$ cat config.mk
export PLATFORM = sky130hd
export DESIGN_NAME = traffic_phase_sequencer
export DESIGN_NICKNAME = d
export VERILOG_FILES = /design/src/rtl/traffic_phase_sequencer.sv
export SDC_FILE = /design/constraint.sdc
export NUM_CORES = 1
export LEC_CHECK = 0
export ABC_AREA = 1
export BUFFER_PORTS_ARGS = -buffer_cell sky130_fd_sc_hd__buf_2
export CAP_MARGIN = 15
export CORE_ASPECT_RATIO = 1.1
export CORE_MARGIN = 1.5
export CORE_UTILIZATION = 40
export CTS_CLUSTER_DIAMETER = 200
export CTS_CLUSTER_SIZE = 10
export DETAILED_ROUTE_END_ITERATION = 12
export GPL_TIMING_DRIVEN = 1
export MAX_ROUTING_LAYER = met4
export PLACE_DENSITY = 0.52
export SLEW_MARGIN = 10
export SYNTH_ARGS = -nofsm -noshare
export SYNTH_HDL_FRONTEND = slang
export SYNTH_SLANG_ARGS = --single-unit
$ cat constraint.sdc
create_clock -name clk -period 5.4 [get_ports clk]
set_input_delay 0 -clock clk [delete_from_list [all_inputs] [get_ports clk]]
set_output_delay 0 -clock clk [all_outputs]
set_load 0.01 [all_outputs]
$ cat src/rtl/traffic_phase_sequencer.sv
// Two-road traffic phase sequencer: all-red, green, extension and yellow
// per road, with tick prescaler and demand-driven extension skip/cut.
module traffic_phase_sequencer #(
  parameter int TICK_DIV = 100000000,
  parameter int T_RED    = 2,
  parameter int T_GREEN  = 10,
  parameter int T_EXT    = 10,
  parameter int T_YELLOW = 3
) (
  input  logic clk,
  input  logic rst_n,
  input  logic en,
  input  logic req1,
  input  logic req2,
  output logic C2,
  output logic C1,
  output logic C0,
  output logic tick
);

  localparam int PW = (TICK_DIV > 1) ? $clog2(TICK_DIV) : 1;
  localparam int TM1 = (T_RED > T_GREEN) ? T_RED : T_GREEN;
  localparam int TM2 = (T_EXT > T_YELLOW) ? T_EXT : T_YELLOW;
  localparam int TM = (TM1 > TM2) ? TM1 : TM2;
  localparam int CW = (TM > 1) ? $clog2(TM) : 1;
  localparam logic [PW-1:0] PRE_MAX = PW'(TICK_DIV - 1);

  typedef enum logic [2:0] {
    AR1 = 3'd0,
    G1  = 3'd1,
    E1  = 3'd2,
    Y1  = 3'd3,
    AR2 = 3'd4,
    G2  = 3'd5,
    E2  = 3'd6,
    Y2  = 3'd7
  } phase_e;

  phase_e          phase_q, phase_d;
  logic [PW-1:0]   pre_q, pre_d;
  logic [CW-1:0]   cnt_q, cnt_d;
  logic            other;
  logic            is_green;
  logic            is_ext;
  logic            done;
  phase_e          step1;
  phase_e          step2;

  function automatic logic [CW-1:0] dwell(phase_e p);
    logic [CW-1:0] d;
    case (p[1:0])
      2'b00:   d = CW'(T_RED - 1);
      2'b01:   d = CW'(T_GREEN - 1);
      2'b10:   d = CW'(T_EXT - 1);
      default: d = CW'(T_YELLOW - 1);
    endcase
    return d;
  endfunction

  assign tick = en & rst_n & (pre_q == PRE_MAX);
  assign {C2, C1, C0} = phase_q;

  always_comb begin
    pre_d    = pre_q;
    cnt_d    = cnt_q;
    phase_d  = phase_q;
    // demand that matters is always from the road currently waiting
    other    = phase_q[2] ? req1 : req2;
    is_green = (phase_q[1:0] == 2'b01);
    is_ext   = (phase_q[1:0] == 2'b10);
    done     = (cnt_q == '0);
    step1    = phase_e'(phase_q + 3'd1);
    step2    = phase_e'(phase_q + 3'd2);
    if (en) begin
      pre_d = (pre_q == PRE_MAX) ? '0 : pre_q + PW'(1);
    end
    if (tick) begin
      unique case (1'b1)
        is_green: begin
          if (done) phase_d = other ? step2 : step1;
        end
        is_ext: begin
          if (done || other) phase_d = step1;
        end
        default: begin
          if (done) phase_d = step1;
        end
      endcase
      cnt_d = (phase_d != phase_q) ? dwell(phase_d)
                                   : cnt_q - CW'(1);
    end
  end

  always_ff @(posedge clk or negedge rst_n) begin
    if (!rst_n) begin
      phase_q <= AR1;
      pre_q   <= '0;
      cnt_q   <= CW'(T_RED - 1);
    end else begin
      phase_q <= phase_d;
      pre_q   <= pre_d;
      cnt_q   <= cnt_d;
    end
  end

endmodule

==> results by group <==
Cells and area
  • Antenna cell count: 0
  • Share of cells above drive strength 1: between 10% and 20%
  • Area Growth Syn to Fin: 9.55%
  • Core Util, Final: between 40% and 50%
  • Fin nets: 346
  • FF+latch area: 852 sq um
  • Fillers: ~640
  • Multi-input gate area: 1260 sq um

Power
  • Clock group share of total power: 31.5%
  • VDD IR max: 0.156 mV
  • Sw frac: slightly below 30%
  • Sequential power share: 53.1%
  • Psw: 167 uW
  • Leak pwr: 1.32 nW
  • Internal Pwr Total: 400 uW
  • Part of the power in combinational logic: 15.3%
  • Power per cell area: ~220 nW/um^2

Worst hold path
  • WHS Endpoint: pre_q[1]
  • Hold_sp: en
  • Min-Delay Path Class: input port to register
  • Worst Hold Depth: 2

Floorplanning
  • Initial core utilization: 41.1%
  • Std-Cell Rows: 29
  • Core area: about 5700 sq um
  • Chip Height: 83.5 microns
  • Die Area: between 6000 and 7000 sq um
  • Die Wd: 76.2 microns
  • Io pins: 9

Timing
  • Fin Hold WS: roughly 0.066 ns
  • Final hold violations: 0
  • Unrepaired setup endpoints after global routing: no
  • Setup WS post-layout: 3.35 ns
  • Worst-Margin Slew: 0.501 ns
  • Setup tns final: 0 ns
  • Fin crit share: 37.9%
  • Max-slew violations: 0
  • Fin Clk Skew: approximately 0.0028 ns
  • Fmax: 488 MHz
  • Slew HR: 66.6%
  • Final Critical Period: 2.05 ns
  • Final Setup Violations: 0

Setup path
  • Crit Reg-Reg Startpoint: cnt_q[0]
  • Setup CP Type: register to register
  • R2R setup slack: 3.35 ns
  • Register-to-Register Path Depth: 14
  • Crit path max fanout: 4
  • Worst R2R End: cnt_q[3]
  • WP data required: 5.58 ns
  • Crit end category: register
  • Worst setup SP type: register
  • Setup crit start: cnt_q[0]
  • Worst Path Arrival: 2.23 ns

Clock network
  • Post CTS Setup Buffer Count: 0
  • CTS buffer count: 5
  • CTS tree: done
  • CTS max path bufs: 2
  • CTS Sinks: 34
  • Clk slew on worst S/H paths: approximately 0.070 ns
  • # resized after CTS: 0
  • Latest clock arrival within the worst-skew pair: 0.28 ns
  • H-tree level count: 2
  • Clock root buffer: clkbuf_8

Place
  • GPL Wtd Cong: 0.827
  • PortBufs: 8
  • Post-detail-place hpwl: 3870 microns
  • Setup WS pre-CTS: 3.37 ns

Detailed routing
  • First-pass DRT Iterations: 6
  • Post-DRT Antenna Nets: 0
  • Final wirelength: a little over 5000 microns
  • Vias per cell: 4.89
  • DRC: 0
  • Initial DRC Count: between 50 and 60
  • Post-DR wirelength/cell: 12.4 microns
  • Via count: 2008

Synth
  • Syn Inst Count: 318
  • Synth warn: 0
  • Post-Synth Adder-Cell Area: 3.71%
  • Cell Area, Synth: roughly 2400 sq um
  • Yosys top cell by area: dfrtp_1
  • Syn_nets: 330
  • Area share of xor/xnor cells in the synthesized design: approximately 4.5%
  • Largest family of logic cells by synthesized area: simple AND/OR/NAND/NOR gates
  • Proportion of synthesized chip area in sequential cells: roughly 36%
  • Post-synth cell types: 35
  • Mux cell area share after synthesis: 0%
  • Seq cells post-synth: 34
  • Share of the synthesized area in the top cell type: 35.0%
  • Compound-Gate Fraction of Synth Area: between 7 and 8%
  • Avg Inst Size Synth: 7.42 sq um
  • Simple logic cell fraction of the synthesized area: 37.7%
  • Area contributors post-synth: dfrtp_1 35%, nand2_1 10%, inv_1 8.6%

Global route
  • Largest net degree at the start of global routing: 39
  • GRT Overall Usage: between 10% and 20%
  • First-pass GRT wire length: about 9200 microns
  • Initial antenna violation count: 0
  • Vias in the first global route: 1995
  • Total global routing overflow: 0

Status
  • Outcome: finished clean

Run
  • Max-Cap Viols: 0
## state kept, by name, indices dropped and copies added (netlist names)
name     count
phase_q      3
pre_q       27
cnt_q        4
## metal layers
| metal | routed length, microns | global-route usage, % | vias up | share of wire (%) |
|---|---|---|---|---|
| li1 | - | - | 1046 | - |
| met1 | 2410 | 23.0 | 923 | 47 |
| met2 | 2450 | 30.1 | 29 | 48 |
| met3 | 123 | 3.39 | 10 | 2.4 |
| met4 | 116 | 7.07 | 0 | 2.3 |
| met5 | 0 | - | - | 0 |
## cells by family after synthesis
group | Yosys count
simple gates | 169
buf+inv | 65
flops | 34
compound gates | 31
xor+xnor | 12
fa+ha+maj | 7
## power by group through the flow
stage / Sequential (mW) / Clock (mW) / Combinational, mW
floorplan: 0.301 / 0 / 0.0671
global placement: 0.305 / 0 / 0.0856
detailed placement: 0.306 / 0 / 0.0872
CTS: 0.301 / 0.184 / 0.0884
global route: 0.305 / 0.197 / 0.102
finish: 0.302 / 0.179 / 0.0871
## cells in the final DEF (no fill, tap or decap), types with 5 or more instances in the layout
master     n
clkbuf_8   5
a21oi_1   13
inv_1     54
ha_1       7
nand2_2    9
nor2_1    23
buf_2      8
nand4_1    8
nand2_1   64
nand3_1   26
xor2_1    12
dfrtp_1   33
nand3_2    6
inv_2      9
o21ai_0    8
nor3_1    14
## final cells by class
cell class / count / area share (%)
Clock buffer: 7 / 2.95
Inverter: 64 / 9.30
Multi-Input combinational cell: 219 / 48.8
Sequential cell: 34 / 33.0
Tap cell: 77 / 3.73
Timing Repair Buffer: 10 / 2.23
## worst max path at each step
stage | slack [ns] | end
after detailed placement | 3.37 | cnt_q[3]
after floorplan | 3.54 | cnt_q[3]
final | 3.35 | cnt_q[3]
after global placement | 3.36 | cnt_q[3]
after global routing | 3.11 | cnt_q[3]
after CTS | 3.35 | cnt_q[3]
## synth_stat cells
library cell,instances
nor4_1,2
nor3_2,3
o21ai_1,2
o21ai_0,8
nor4_2,1
dfrtp_1,33
dfstp_2,1
nand2_1,64
a21oi_2,1
nand4_4,1
buf_2,1
nand3_1,26
inv_2,9
a221oi_1,2
xor2_1,12
clkinv_1,1
nand4_1,8
nor2_8,1
ha_1,7
nor4_4,1
nor2_1,23
a21boi_0,1
nand2_2,9
nor2_4,3
nand3b_1,1
o21a_1,2
a22oi_1,1
o211ai_1,1
inv_1,54
or3_1,1
nor2_2,2
or2_1,3
nand3_2,6
a21oi_1,13
nor3_1,14
## repair_timing
action	CTS	global route
endpoints found under the setup margin	0	0
endpoints found under the hold margin	33	0
hold buffers	1	0
## worst max-delay path: stages (launching register included)
cell and delay (ns):
dfstp_2 0.37, inv_1 0.12, ha_1 0.20, nand2_1 0.06, nor2_1 0.27, nand3_1 0.11, nand3_1 0.12, nand3_1 0.09
nand2_1 0.07, inv_1 0.05, ha_1 0.28, inv_1 0.06, nand2_1 0.05, nand3_1 0.07, nand2_1 0.05
## stage by stage
step | power [mW] | instance area, sq um | std cells
final | 0.568 | 2580 | 411
after global routing | 0.604 | 2580 | 411
after CTS | 0.574 | 2580 | 411
after detailed placement | 0.393 | 2500 | 403
after global placement | 0.391 | 2500 | 403
after floorplan | 0.368 | 2360 | 318
Note: power is estimated with default switching activity, not from simulation.
